===== config.mk =====
export PLATFORM = sky130hd
export DESIGN_NAME = mac_tree_acc_flat
export DESIGN_NICKNAME = d
export VERILOG_FILES = /design/src/rtl/mac_tree_acc_if.sv /design/src/rtl/mac_tree_acc.sv /design/src/flat_wrapper.sv
export SDC_FILE = /design/constraint.sdc
export NUM_CORES = 2
export LEC_CHECK = 0
export BUFFER_PORTS_ARGS = -buffer_cell sky130_fd_sc_hd__buf_2
export CAP_MARGIN = 25
export CORE_UTILIZATION = 55
export CTS_BUF_LIST = sky130_fd_sc_hd__clkbuf_8
export DETAILED_ROUTE_END_ITERATION = 10
export GPL_ROUTABILITY_DRIVEN = 0
export PLACE_DENSITY_LB_ADDON = 0.25
export SLEW_MARGIN = 20
export SYNTH_ARGS = -nofsm -noshare
export SYNTH_HDL_FRONTEND = slang
export SYNTH_SLANG_ARGS = --single-unit

===== constraint.sdc =====
create_clock -name clk -period 5.51 [get_ports clk]
set_input_delay 0.8265 -clock clk [delete_from_list [all_inputs] [get_ports clk]]
set_output_delay 0.8265 -clock clk [all_outputs]
set_load 0.005 [all_outputs]

===== src/rtl/mac_tree_acc_if.sv =====
// mac_tree_acc_if: beat/result bundle for the dot-product engine
// master drives in_valid/in_first/in_last/signed_mode/a/b and receives out_valid/out/sat;
// slave is the engine side.
interface mac_tree_acc_if #(
  parameter int BW = 8,
  parameter int PR = 8,
  parameter int BW_PSUM = 24
);
  logic               in_valid;
  logic               in_first;
  logic               in_last;
  logic               signed_mode;
  logic [PR*BW-1:0]   a;
  logic [PR*BW-1:0]   b;
  logic               out_valid;
  logic [BW_PSUM-1:0] out;
  logic               sat;
  modport master (
    output in_valid, in_first, in_last, signed_mode, a, b,
    input  out_valid, out, sat
  );
  modport slave (
    input  in_valid, in_first, in_last, signed_mode, a, b,
    output out_valid, out, sat
  );
endinterface


===== src/rtl/mac_tree_acc.sv =====
// mac_tree_acc: pipelined PR-lane signed/unsigned dot product with framed streaming accumulator
// Ports: clk, reset (sync, active-high), bus (mac_tree_acc_if.slave: beat in, result out).
// Latency from beat to out_valid is $clog2(PR)+2 cycles, one beat per cycle.
// Define MAC_TREE_SAT_EN to clamp the accumulator and report sat; otherwise it wraps and sat=0.
module mac_tree_acc #(
  parameter int BW = 8,
  parameter int PR = 8,
  parameter int BW_PSUM = 24
) (
  input logic           clk,
  input logic           reset,
  mac_tree_acc_if.slave bus
);
  localparam int L = $clog2(PR);
  localparam int W = BW_PSUM;
  function automatic logic [W-1:0] ext(input logic [BW-1:0] x, input logic s);
    return {{(W-BW){s & x[BW-1]}}, x};
  endfunction
  logic [L:0]   v_q, f_q, l_q;
  logic [W-1:0] prod_d [PR];
  // heap layout: leaves PR..2PR-1 hold products, node n sums children 2n and 2n+1, root is 1
  logic [W-1:0] node_q [1:2*PR-1];
  logic [W-1:0] acc_q, acc_d, base, out_q;
  logic         out_valid_q, sat_q, sat_d;
`ifdef MAC_TREE_SAT_EN
  logic [L:0]   m_q;
  logic [W:0]   sum_w;
  logic         ovf, pin, pin_q;
`endif
  always_comb
    for (int i = 0; i < PR; i++)
      prod_d[i] = ext(bus.a[BW*i +: BW], bus.signed_mode) * ext(bus.b[BW*i +: BW], bus.signed_mode);
  always_ff @(posedge clk) begin
    for (int i = 0; i < PR; i++) node_q[PR+i] <= prod_d[i];
    for (int n = 1; n < PR; n++) node_q[n] <= node_q[2*n] + node_q[2*n+1];
    f_q <= {f_q[L-1:0], bus.in_first};
    l_q <= {l_q[L-1:0], bus.in_last};
`ifdef MAC_TREE_SAT_EN
    m_q <= {m_q[L-1:0], bus.signed_mode};
`endif
  end
  always_ff @(posedge clk)
    if (reset) v_q <= '0;
    else v_q <= {v_q[L-1:0], bus.in_valid};
  always_comb begin
    base = f_q[L] ? '0 : acc_q;
`ifdef MAC_TREE_SAT_EN
    sum_w = m_q[L] ? {base[W-1], base} + {node_q[1][W-1], node_q[1]} : {1'b0, base} + {1'b0, node_q[1]};
    ovf = m_q[L] ? sum_w[W] ^ sum_w[W-1] : sum_w[W];
    // a clamped accumulator stays pinned until a first beat reopens the frame
    pin = pin_q & ~f_q[L];
    sat_d = pin | ovf;
    acc_d = pin ? acc_q : !ovf ? sum_w[W-1:0] : !m_q[L] ? '1 : sum_w[W] ? {1'b1, {(W-1){1'b0}}} : {1'b0, {(W-1){1'b1}}};
`else
    sat_d = 1'b0;
    acc_d = base + node_q[1];
`endif
  end
  always_ff @(posedge clk)
    if (reset) begin
      acc_q <= '0;
      out_q <= '0;
      out_valid_q <= 1'b0;
      sat_q <= 1'b0;
`ifdef MAC_TREE_SAT_EN
      pin_q <= 1'b0;
`endif
    end else begin
      out_valid_q <= v_q[L] & l_q[L];
      if (v_q[L]) begin
        acc_q <= l_q[L] ? '0 : acc_d;
        if (l_q[L]) out_q <= acc_d;
        sat_q <= l_q[L] ? sat_d : f_q[L] ? 1'b0 : sat_q;
`ifdef MAC_TREE_SAT_EN
        pin_q <= ~l_q[L] & sat_d;
`endif
      end
    end
  assign bus.out = out_q;
  assign bus.out_valid = out_valid_q;
  assign bus.sat = sat_q;
endmodule


===== src/flat_wrapper.sv =====
// flat-port wrapper written by rule: the top's interface ports become plain ports
module mac_tree_acc_flat 
#(
  parameter int BW = 8,
  parameter int PR = 8,
  parameter int BW_PSUM = 24
)
  (clk, reset, bus_in_valid, bus_in_first, bus_in_last, bus_signed_mode, bus_a, bus_b, bus_out_valid, bus_out, bus_sat);
  mac_tree_acc_if #(.BW(BW), .PR(PR), .BW_PSUM(BW_PSUM)) bus_i ();
  input logic clk;
  input logic reset;
  input wire logic [$bits(bus_i.in_valid)-1:0] bus_in_valid;
  input wire logic [$bits(bus_i.in_first)-1:0] bus_in_first;
  input wire logic [$bits(bus_i.in_last)-1:0] bus_in_last;
  input wire logic [$bits(bus_i.signed_mode)-1:0] bus_signed_mode;
  input wire logic [$bits(bus_i.a)-1:0] bus_a;
  input wire logic [$bits(bus_i.b)-1:0] bus_b;
  output wire logic [$bits(bus_i.out_valid)-1:0] bus_out_valid;
  output wire logic [$bits(bus_i.out)-1:0] bus_out;
  output wire logic [$bits(bus_i.sat)-1:0] bus_sat;
  assign bus_i.in_valid = bus_in_valid;
  assign bus_i.in_first = bus_in_first;
  assign bus_i.in_last = bus_in_last;
  assign bus_i.signed_mode = bus_signed_mode;
  assign bus_i.a = bus_a;
  assign bus_i.b = bus_b;
  assign bus_out_valid = bus_i.out_valid;
  assign bus_out = bus_i.out;
  assign bus_sat = bus_i.sat;
  mac_tree_acc #(.BW(BW), .PR(PR), .BW_PSUM(BW_PSUM)) u_core (.clk(clk), .reset(reset), .bus(bus_i));
endmodule

# Yosys cells after proc, flatten, opt, wreduce, memory -nomap -nowiden
# Memories as Yosys holds them, arrays and structs flattened.
# Cells that the tools add are included.
# word_totals
memories	1
out_inout_bits	26
input_bits	134
ramBits	360
register_bits	62
word_cells	48
# memory_table
name	depth	width	read_ports	rd_clocked_by_memory_dff	write_ports	line_no	source
u_core.node_q	15	24	15	0	15	mac_tree_acc.sv:22	logic [W-1:0] node_q [1:2*PR-1];
# op_classes
addsub	8
bitwise_logic	17
n_mux	4
n_mul	8
n_reduce_logical	3
# op_table
op	count
$add 24x24->24	8
$mul 9x9->18	8
$mux 24	2
$and 1x1->1	17
$reduce_and 2->1	2
$mux 1	2
$reduce_bool 2->1	1

# Logic depth before layout (Yosys ltp)
# depth
ltp_word	3
depth_mapped	22
depth_no_buf	21

# Worst setup path before layout
# Ideal clock, no wire load.
# synth_timing
path_type	input-to-reg
from	in bus_signed_mode
to	reg, netlist name u_core.node_q[1][190]
arrival_ns	5.570
n_path_buf	2
required_time_ns	5.381
setup_ns	0.129
path_slack_ns	-0.190
stages	20
path_cell_list	clkbuf_1 and2_1 clkbuf_1 nand2_1 fa_1 inv_1 fa_1 fa_1 fa_1 inv_1 fa_1 inv_1 ha_1 o21a_1 nor2_1 o21bai_1 a31o_1 a41o_1 o41ai_1 xnor2_1
# synth_rtl
element	line_no	source
start: declaration	flat_wrapper.sv:15	input wire logic [$bits(bus_i.signed_mode)-1:0] bus_signed_mode;

==> flow_summary.json <==
{
  "drc": 0,
  "hold_depth": 1,
  "wire_per_inst_um": 14.9,
  "synth_flop_cell": "dfxtp_1",
  "cp.arrival_ps": 5750,
  "syn_inst": 4340,
  "nets": 5741,
  "cts_made_buffers": 61,
  "syn_nets": 5510,
  "port_buffers": 158,
  "syn_area_um2": 40000,
  "num_rows": 98,
  "synth_edf_count": 0,
  "path_class": "input port to flip-flop",
  "power.leakage_nw": 22.4,
  "vias": 28900,
  "cts-root-buf": "clkbuf_8",
  "critical_path_required_ps": 6040,
  "htreeDepth": 2,
  "postRouteAntennaNets": 0,
  "grt_pass1_wl_um": 143000,
  "seq_area_um2": 7470,
  "die_area_um2": 73900,
  "clkPwrFrac_pct": 11.4,
  "grt_remaining_overflow": 0,
  "drt_iter0_drc": 1274,
  "rr_worst_depth": 12,
  "clock_latency_ps": 660,
  "multiInputGateArea_um2": 29300,
  "fin_crit_sh_pct": 94.7,
  "max_freq_mhz": 192,
  "timing_hold_violations_final": 0,
  "sw_frac_of_total_pct": 44.2,
  "clockBufferDepth": 3,
  "cp-end-kind": "flip-flop",
  "drv_slew": 0,
  "combinationalPowerShare_pct": 69.5,
  "antenna_found_initial": 1,
  "dp_hpwl_um": 69600,
  "via_per_inst": 5.18,
  "p_int_mw": 13.8,
  "track_usage_pct": 23.4,
  "post_cts_buffers": 0,
  "ir_worst_vdd_v": 0.000270,
  "max_slew_margin_pct": 40.9,
  "die_w_um": 272,
  "drive_above_1_share_pct": 9.26,
  "synth_area_leaders": "fa_1 (28%), dfxtp_1 (19%), ha_1 (15%)",
  "critPathMaxFanout": 9,
  "critPathLaunchType": "input port",
  "syn_avg_cell_area_um2": 9.23,
  "io_pins": 160,
  "min_period_ps": 5220,
  "dpl_cell_area_um2": 42600,
  "synth_top_area_cell": "fa_1",
  "status": "finished, final reports clean",
  "postCtsHoldBufs": 0,
  "grt_pass1_vias": 30400,
  "firstDrtPassIters": 7,
  "fin_skew_ps": 25.7,
  "cts_tree": "built",
  "ys_seq_area_share_pct": 18.6,
  "syn_to_final_growth_pct": 10.0,
  "grt_setup_unrepaired": "false",
  "nFillCells": 6227,
  "post-route-util_pct": 61.4,
  "tns_ps": 0,
  "die_y_um": 272,
  "tightest_slew_ps": 883,
  "maxCapViolations": 0,
  "p_switching_mw": 10.9,
  "synth_cell_types": 77,
  "powerDensity_nw_per_um2": 559,
  "p_seq_share_pct": 19.1,
  "final_area_um2": 44100,
  "ys_ff_latch": 373,
  "yosys_warnings": 0,
  "setup_viol_count_final": 0,
  "grt_max_degree": 46,
  "cts.clk_slew.worst_paths_ps": 70,
  "hold_path_class": "input port to flip-flop",
  "start_util_pct": 55.8,
  "core-area_um2": 71700,
  "ys_async_sr_fraction_pct": 0,
  "drt-total-wl_um": 83000,
  "cts.sinks": 373,
  "cts_resized": 0,
  "synth_top_area_share_pct": 28.4
}
## registers in the layout (all words and copies together), names as in the netlist
register and cells:
u_core.f_q 4, u_core.node_q 312, u_core.acc_q 24, u_core.bus.out_valid 1, u_core.v_q 4, u_core.bus.out 24
u_core.l_q 4
## worst paths after layout
check / endpoint / slack [ps] / from
worst max register to register: u_core.bus.out[22]$_SDFFE_PP0P_ / 2050 / u_core.f_q[3]$_DFF_P_
worst min register to register: u_core.f_q[3]$_DFF_P_ / 320 / u_core.f_q[2]$_DFF_P_
worst min-delay path: u_core.f_q[0]$_DFF_P_ / 270 / bus_in_first
worst max-delay path: u_core.node_q[1][190]$_DFF_P_ / 290 / bus_signed_mode
## power by group through the flow
stage / combinational [mW] / sequential, mW / clock (mW)
2_1_floorplan: 13.2 / 4.43 / 0
3_3_place_gp: 16.8 / 4.77 / 0
3_5_place_dp: 17.0 / 4.77 / 0
4_1_cts: 17.2 / 4.73 / 2.86
5_1_grt: 19.5 / 4.79 / 2.98
6_report: 17.1 / 4.71 / 2.80
## Yosys cell counts, types with 6 or more instances
| cell | number |
|---|---|
| a211oi_1 | 16 |
| a21o_1 | 80 |
| a21oi_1 | 200 |
| a22o_1 | 9 |
| a22oi_1 | 6 |
| a31o_1 | 8 |
| a31oi_1 | 16 |
| a41oi_1 | 14 |
| and2_1 | 254 |
| and3_1 | 28 |
| clkbuf_1 | 125 |
| dfxtp_1 | 373 |
| fa_1 | 568 |
| ha_1 | 468 |
| inv_1 | 739 |
| nand2_1 | 473 |
| nand2b_1 | 40 |
| nand3_1 | 28 |
| nand4_1 | 9 |
| nor2_1 | 183 |
| nor2b_1 | 67 |
| nor3_1 | 29 |
| o211ai_1 | 14 |
| o21a_1 | 41 |
| o21ai_0 | 56 |
| o21ai_1 | 53 |
| o21bai_1 | 16 |
| o31ai_1 | 20 |
| o41ai_1 | 8 |
| or2_2 | 18 |
| or3_1 | 8 |
| xnor2_1 | 227 |
| xor2_1 | 59 |
## per-stage QoR
stage | setup slack [ps] | std cells | total power, mW | hold WS, ps
2_1_floorplan | -32.6 | 4340 | 17.6 | 310
3_3_place_gp | -249 | 5458 | 21.6 | 311
3_5_place_dp | -386 | 5458 | 21.8 | 316
4_1_cts | 325 | 5570 | 24.8 | 223
5_1_grt | 47.0 | 5570 | 27.3 | 253
6_report | 290 | 5571 | 24.6 | 269
## layer usage
| layer | part of all wire (%) | vias up | wire length [um] | track usage, % |
|---|---|---|---|---|
| li1 | - | 14200 | - | - |
| met1 | 44 | 14000 | 36400 | 29.6 |
| met2 | 50 | 486 | 41800 | 42.4 |
| met3 | 3.2 | 139 | 2640 | 2.09 |
| met4 | 2.7 | 0 | 2210 | 6.96 |
| met5 | 0 | - | 0 | 0 |
## critical path, stage by stage
cell      delay, ps
buf_2           100
buf_12          160
buf_4           190
and2_1          240
nand2_1         110
fa_1            490
inv_1            50
fa_1            480
fa_1            500
fa_1            490
inv_1            50
fa_1            490
inv_1            40
ha_1            280
o21a_1          110
nor2_1          140
o21bai_1        110
a31o_1          250
a41o_1          260
o41ai_2         250
xnor2_1         130
## cell families after synthesis
family,count (synthesis),synth area share (%)
xor+xnor,286,6.25
simple gates,1170,14.1
buf+inv,868,8.15
fa+ha+maj,1036,43.0
mux,3,0.0750
compound gates,603,9.70
other cells,1,0.00936
flops,373,18.6
## placed cells by master (no fill, tap or decap), types with 53 or more instances in the layout
| master | instances |
|---|---|
| inv_1 | 748 |
| fa_1 | 568 |
| nand2_1 | 471 |
| ha_1 | 468 |
| dfxtp_1 | 373 |
| and2_1 | 254 |
| xnor2_1 | 227 |
| a21oi_1 | 200 |
| nor2_1 | 183 |
| buf_2 | 158 |
| buf_4 | 135 |
| a21o_1 | 80 |
| clkbuf_8 | 73 |
| nor2b_1 | 67 |
| xor2_1 | 59 |
| o21ai_0 | 56 |
| o21ai_1 | 53 |
## layout make-up
cell class              instances  area share [%]
clock buffers                  73            2.28
well taps                     950            2.70
repair buffers                295            4.19
clock inverters                39           0.988
multi-input cells            3099            66.6
inverters                     741            6.32
flip-flops and latches        373            16.9
diodes                          1         0.00568
Note: power is estimated with default switching activity, not from simulation.
